**src/rtl/qdrc_wr.sv**
```systemverilog
// QDR controller write path: queues user writes and issues them to the PHY.
// Each write goes out as an address strobe, followed later by its data beats and byte enables.
module qdrc_wr #(
    parameter int DATA_WIDTH      = 36,
    parameter int ADDR_WIDTH      = 21,
    parameter int BE_WIDTH        = 2*DATA_WIDTH/9,
    parameter int FIFO_AW         = 4,
    parameter int WR_DATA_LATENCY = 1
) (
    input  logic                    clk,
    input  logic                    reset,
    input  logic                    phy_rdy,
    input  logic                    usr_strb,
    input  logic [ADDR_WIDTH-1:0]   usr_addr,
    input  logic [2*DATA_WIDTH-1:0] usr_data,
    input  logic [BE_WIDTH-1:0]     usr_be,
    output logic                    usr_full,
    output logic                    usr_overflow,
    input  logic                    rd_strb,
    output logic                    phy_strb,
    output logic [ADDR_WIDTH-1:0]   phy_addr,
    output logic [2*DATA_WIDTH-1:0] phy_data,
    output logic [BE_WIDTH-1:0]     phy_be
);
    localparam int DEPTH = 2**FIFO_AW;
    localparam logic [FIFO_AW:0] DEPTH_CNT = (FIFO_AW+1)'(DEPTH);

    logic [ADDR_WIDTH-1:0]   mem_addr [DEPTH];
    logic [2*DATA_WIDTH-1:0] mem_data [DEPTH];
    logic [BE_WIDTH-1:0]     mem_be   [DEPTH];

    logic [FIFO_AW-1:0] wr_ptr;
    logic [FIFO_AW-1:0] rd_ptr;
    logic [FIFO_AW:0]   count;
    logic               full;
    logic               push;
    logic               pop;

    logic [2*DATA_WIDTH-1:0] strb_data_p0;
    logic [BE_WIDTH-1:0]     strb_be_p0;

    logic                    vld_pipe  [WR_DATA_LATENCY];
    logic [2*DATA_WIDTH-1:0] data_pipe [WR_DATA_LATENCY];
    logic [BE_WIDTH-1:0]     be_pipe   [WR_DATA_LATENCY];

    assign full     = (count == DEPTH_CNT);
    assign usr_full = full;
    assign push     = usr_strb && !full;
    // Reads own the address slot, so a read strobe blocks issue for that cycle.
    assign pop      = phy_rdy && (count != '0) && !rd_strb;

    always_ff @(posedge clk) begin
        if (push) begin
            mem_addr[wr_ptr] <= usr_addr;
            mem_data[wr_ptr] <= usr_data;
            mem_be[wr_ptr]   <= usr_be;
        end
    end

    always_ff @(posedge clk) begin
        if (reset) begin
            wr_ptr       <= '0;
            rd_ptr       <= '0;
            count        <= '0;
            usr_overflow <= 1'b0;
            phy_strb     <= 1'b0;
            phy_addr     <= '0;
        end else begin
            if (push) wr_ptr <= wr_ptr + 1'b1;
            if (pop)  rd_ptr <= rd_ptr + 1'b1;
            case ({push, pop})
                2'b10:   count <= count + 1'b1;
                2'b01:   count <= count - 1'b1;
                default: count <= count;
            endcase
            if (usr_strb && full) usr_overflow <= 1'b1;
            phy_strb <= pop;
            if (pop) phy_addr <= mem_addr[rd_ptr];
        end
    end

    // Stage p0: payload of the write being strobed this cycle.
    always_ff @(posedge clk) begin
        if (pop) begin
            strb_data_p0 <= mem_data[rd_ptr];
            strb_be_p0   <= mem_be[rd_ptr];
        end
    end

    // Data stages: loaded on the strobe cycle, shifted once per clock.
    always_ff @(posedge clk) begin
        if (reset) begin
            for (int k = 0; k < WR_DATA_LATENCY; k++) vld_pipe[k] <= 1'b0;
        end else begin
            vld_pipe[0] <= phy_strb;
            for (int k = 1; k < WR_DATA_LATENCY; k++) vld_pipe[k] <= vld_pipe[k-1];
        end
    end

    always_ff @(posedge clk) begin
        data_pipe[0] <= strb_data_p0;
        be_pipe[0]   <= strb_be_p0;
        for (int k = 1; k < WR_DATA_LATENCY; k++) begin
            data_pipe[k] <= data_pipe[k-1];
            be_pipe[k]   <= be_pipe[k-1];
        end
    end

    // A zero byte-enable mask tells the PHY no byte is written.
    assign phy_data = vld_pipe[WR_DATA_LATENCY-1] ? data_pipe[WR_DATA_LATENCY-1] : '0;
    assign phy_be   = vld_pipe[WR_DATA_LATENCY-1] ? be_pipe[WR_DATA_LATENCY-1]   : '0;
endmodule

```
**config.mk**
```make
export PLATFORM = sky130hd
export DESIGN_NAME = qdrc_wr
export DESIGN_NICKNAME = d
export VERILOG_FILES = /design/src/rtl/qdrc_wr.sv
export SDC_FILE = /design/constraint.sdc
export NUM_CORES = 2
export LEC_CHECK = 0
export BUFFER_PORTS_ARGS = -buffer_cell sky130_fd_sc_hd__buf_2
export CAP_MARGIN = 20
export CORE_UTILIZATION = 55
export CTS_CLUSTER_DIAMETER = 120
export CTS_CLUSTER_SIZE = 20
export DETAILED_ROUTE_END_ITERATION = 10
export PLACE_DENSITY = 0.72
export SYNTH_ARGS = -nofsm -noshare
export SYNTH_HDL_FRONTEND = slang
export SYNTH_SLANG_ARGS = --single-unit
export TNS_END_PERCENT = 20
```
**constraint.sdc**
```tcl
create_clock -name clk -period 14.8 [get_ports clk]
set_clock_uncertainty 0.05 [all_clocks]
set_input_delay 3.7 -clock clk [delete_from_list [all_inputs] [get_ports clk]]
set_output_delay 3.7 -clock clk [all_outputs]
set_load 0.01 [all_outputs]
```
==> metrics.cfg <==
[placed_design]
dp_hpwl_um = 76500
place_ws_ps = 7080
gp_congestion = 0.749
port-buffer-count = 209

[finish]
regArea_mm2 = 0.0533
layout-drive-gt1-share = 0.214
area_delta_synth_final_pct = 8.40
multiInputGateArea_mm2 = 0.0138
nets = 3609
n_fill_cell = 8552

[drt]
drtIter0Drc = 3771
routedWlPerCell_um = 27.6
wl_um = 144000
drc = 0
vias = 32000
via_per_inst = 6.14
drt-pass1-iter-count = 6
drtAntennaViolNets = 0

[flow_run]
drv_cap = 0

[sta]
finalMaxSlewViolations = 0
rsz0062_at_grt = false
finalSetupViolCount = 0
period_minus_slack_ps = 6970
final.setup.worst_slack_ps = 7830
tightest_slew_ps = 1200
fmax_mhz = 143
finalHoldViolCount = 0
post-route-period-util = 0.471
relSlewSlack = 0.203
setup_tns_ps = 0

[cts]
insertion_delay_ps = 700
post_cts_buffers = 0
cts-root-buf = clkbuf_16
cts_tree = built
cts_hold_buf = 0
clk_pin_slew_ps = 80
cts.sinks = 1813
htree_levels = 3
clock_path_buffers = 3
cts_buffers = 100
cts_resized = 0

[grt]
track_usage = 0.230
grt_pass1_vias = 32200
met3_usage = 0.0345
antenna_found_initial = 17
top_usage_layer = met2
globalRouteOverflowTotal = 0
use_met1 = 0.337
grt_pass1_wl_um = 212000
grt_start_max_net_pins = 161
use_met2 = 0.369

[power]
finalPower_uw = 9420
clkPwrFrac = 0.305
ir_worst_vdd_mv = 0.103
p_int_uw = 7400
pwr-share-seq = 0.616
power.density_mw_per_mm2 = 128
p_leak_uw = 0.0228
p_sw_uw = 2020
p_sw_frac = 0.215
combPwrFrac = 0.080

[floorplanning]
num_rows = 128
core-area_mm2 = 0.122
dieArea_mm2 = 0.125
initial_core_util = 0.556
fp.dieW_um = 354
dieHeight_um = 354
ios = 210

[critical_path]
r2r_start = rd_ptr[0]$_SDFFE_PP0P_
critPathCaptureType = register
required_ps = 15070
cp_max_fo = 41
crit_path_frequent_cell = buf_4
cp.arrival_ps = 7240
reg2reg_to = strb_data_p0[15]$_DFFE_PP_
rrSetupSlack_ps = 9690
crit_type = in -> reg
path_buf_inv = 3
crit_chain = buf_2 -> a21boi_2 -> nand2_1 -> nor2_4 -> buf_4 -> buf_4
critPathSlowestCell = nor2_4
crit_family = buffers and inverters
crit_path_start_kind = input pin
critPathMaxStageDelay_ps = 930
r2r_cells = 8

[synthesis]
async_flop_share = 0
ys.flop_type = edfxtp_1
syn_nets = 3414
syn_inst = 3298
yosysWarnings = 0
ys_seq_area_frac = 0.784
synth_area_per_cell_um2 = 20.6
ys_ff_latch = 1813
synth_edf_count = 1696
netlist_top_cells_area = edfxtp_1 75%, mux4_2 8.1%, mux2i_1 4.2%
synth_area_mm2 = 0.0680
yosys.area.top_type = edfxtp_1
synth_cell_types = 38
synth_top_area_frac = 0.749

[worst_hold_path]
hold_class = reg -> reg
hold_depth = 0
worstHoldStart = strb_data_p0[50]$_DFFE_PP_
hold_end = data_pipe[0][50]$_DFF_P_

[run_status]
status = finished clean

==> power by group through the flow <==
stage / sequential [uW] / clock [uW] / combinational, uW
after floorplan: 5900 / 0 / 545
after global placement: 5920 / 0 / 747
after detailed placement: 5920 / 0 / 756
after CTS: 5800 / 2930 / 759
after global routing: 5810 / 3090 / 806
final: 5800 / 2870 / 749
==> layout make-up <==
class / instances / share of cell area
sequential: 1813 / 0.723
multi-input combinational: 1298 / 0.187
clock buffer: 185 / 0.0397
tap: 1625 / 0.0276
timing repair buffer: 271 / 0.0210
inverter: 9 / 0.000527
antenna: 12 / 0.000408
clock inverter: 1 / 0.000119
==> flip-flops by register name, indices dropped and copies added, names as in the netlist <==
signal	cells
phy_addr	21
be_pipe	8
mem_be	128
rd_ptr	4
vld_pipe	1
strb_data_p0	72
count	5
strb_be_p0	8
mem_addr	336
mem_data	1152
wr_ptr	4
data_pipe	72
usr_overflow	1
phy_strb	1
==> stage by stage <==
stage / cell area [um2] / hold WS, ps / std cells / util
2_1_floorplan: 68000 / 273 / 3298 / -
3_3_place_gp: 70700 / 275 / 5015 / 0.578
3_5_place_dp: 70700 / 277 / 5016 / 0.579
4_1_cts: 73600 / 295 / 5202 / 0.603
5_1_grt: 73600 / 299 / 5203 / 0.603
6_report: 73700 / 294 / 5214 / 0.603
==> worst max-delay path by stage <==
stage | start | endpoint | slack, ps | cells past startpoint
floorplan | usr_strb | mem_addr[3][0]$_DFFE_PP_ | 3040 | 3
global placement | usr_strb | mem_data[11][4]$_DFFE_PP_ | 7070 | 6
detailed placement | usr_strb | mem_data[11][2]$_DFFE_PP_ | 7080 | 6
CTS | usr_strb | mem_data[11][0]$_DFFE_PP_ | 7830 | 6
global route | usr_strb | mem_data[11][5]$_DFFE_PP_ | 7720 | 6
finish | usr_strb | mem_data[11][2]$_DFFE_PP_ | 7830 | 6
==> placed cells by master, fill, tap and decap left out, types with 3 or more instances in the layout <==
cell type / count
dfxtp_4: 5
buf_4: 60
buf_2: 209
nand2_1: 88
nor2_4: 12
clkbuf_16: 105
a22oi_1: 80
mux4_2: 244
nand2b_1: 3
xnor2_1: 3
and2_1: 81
edfxtp_1: 1696
o221ai_1: 21
xor2_1: 5
inv_1: 8
mux2i_1: 283
nor2b_1: 3
ha_1: 9
mux2_2: 81
a221oi_2: 37
a21oi_1: 87
a221oi_1: 43
diode_2: 12
dfxtp_1: 112
nor3_2: 4
o21ai_0: 160
nand3b_1: 22
nor2_1: 17
clkbuf_1: 80
==> cell families (layout without fill, tap and decap cells) <==
| group | after synthesis | in the layout | share of synthesized area |
|---|---|---|---|
| flip-flops | 1813 | 1813 | 0.784 |
| multiplexers | 608 | 608 | 0.136 |
| AND/OR/NAND/NOR | 240 | 240 | 0.0182 |
| AO/OA/AOI/OAI | 432 | 432 | 0.0439 |
| adder cells (fa/ha/maj) | 10 | 10 | 0.00195 |
| buffers and inverters | 187 | 466 | 0.0150 |
| XOR/XNOR | 8 | 8 | 0.00103 |
| other | 0 | 12 | 0 |
==> layer usage <==
metal	up-vias	routed length, um
met3	181	10200
li1	13800	-
met4	8	3240
met5	-	46
met2	1182	70200
met1	16800	60300
==> synthesized netlist by cell type (32+ instances only) <==
cell      instances
a221oi_1         43
mux4_2          244
a22oi_1          80
a221oi_2         37
mux2_2           81
and2_1           82
nand2_1          89
buf_4            32
dfxtp_1         117
edfxtp_1       1696
mux2i_1         283
o21ai_0         160
a21oi_1          87
buf_2            64
clkbuf_1         59
==> worst reg2reg max path: cells and delay by family (launching register included) <==
kind / cells / cell delay [ps]
buffers and inverters: 3 / 2690
flip-flops: 1 / 1030
AO/OA/AOI/OAI: 3 / 450
multiplexers: 1 / 430
AND/OR/NAND/NOR: 1 / 150
Note: power is estimated with default switching activity, not from simulation.
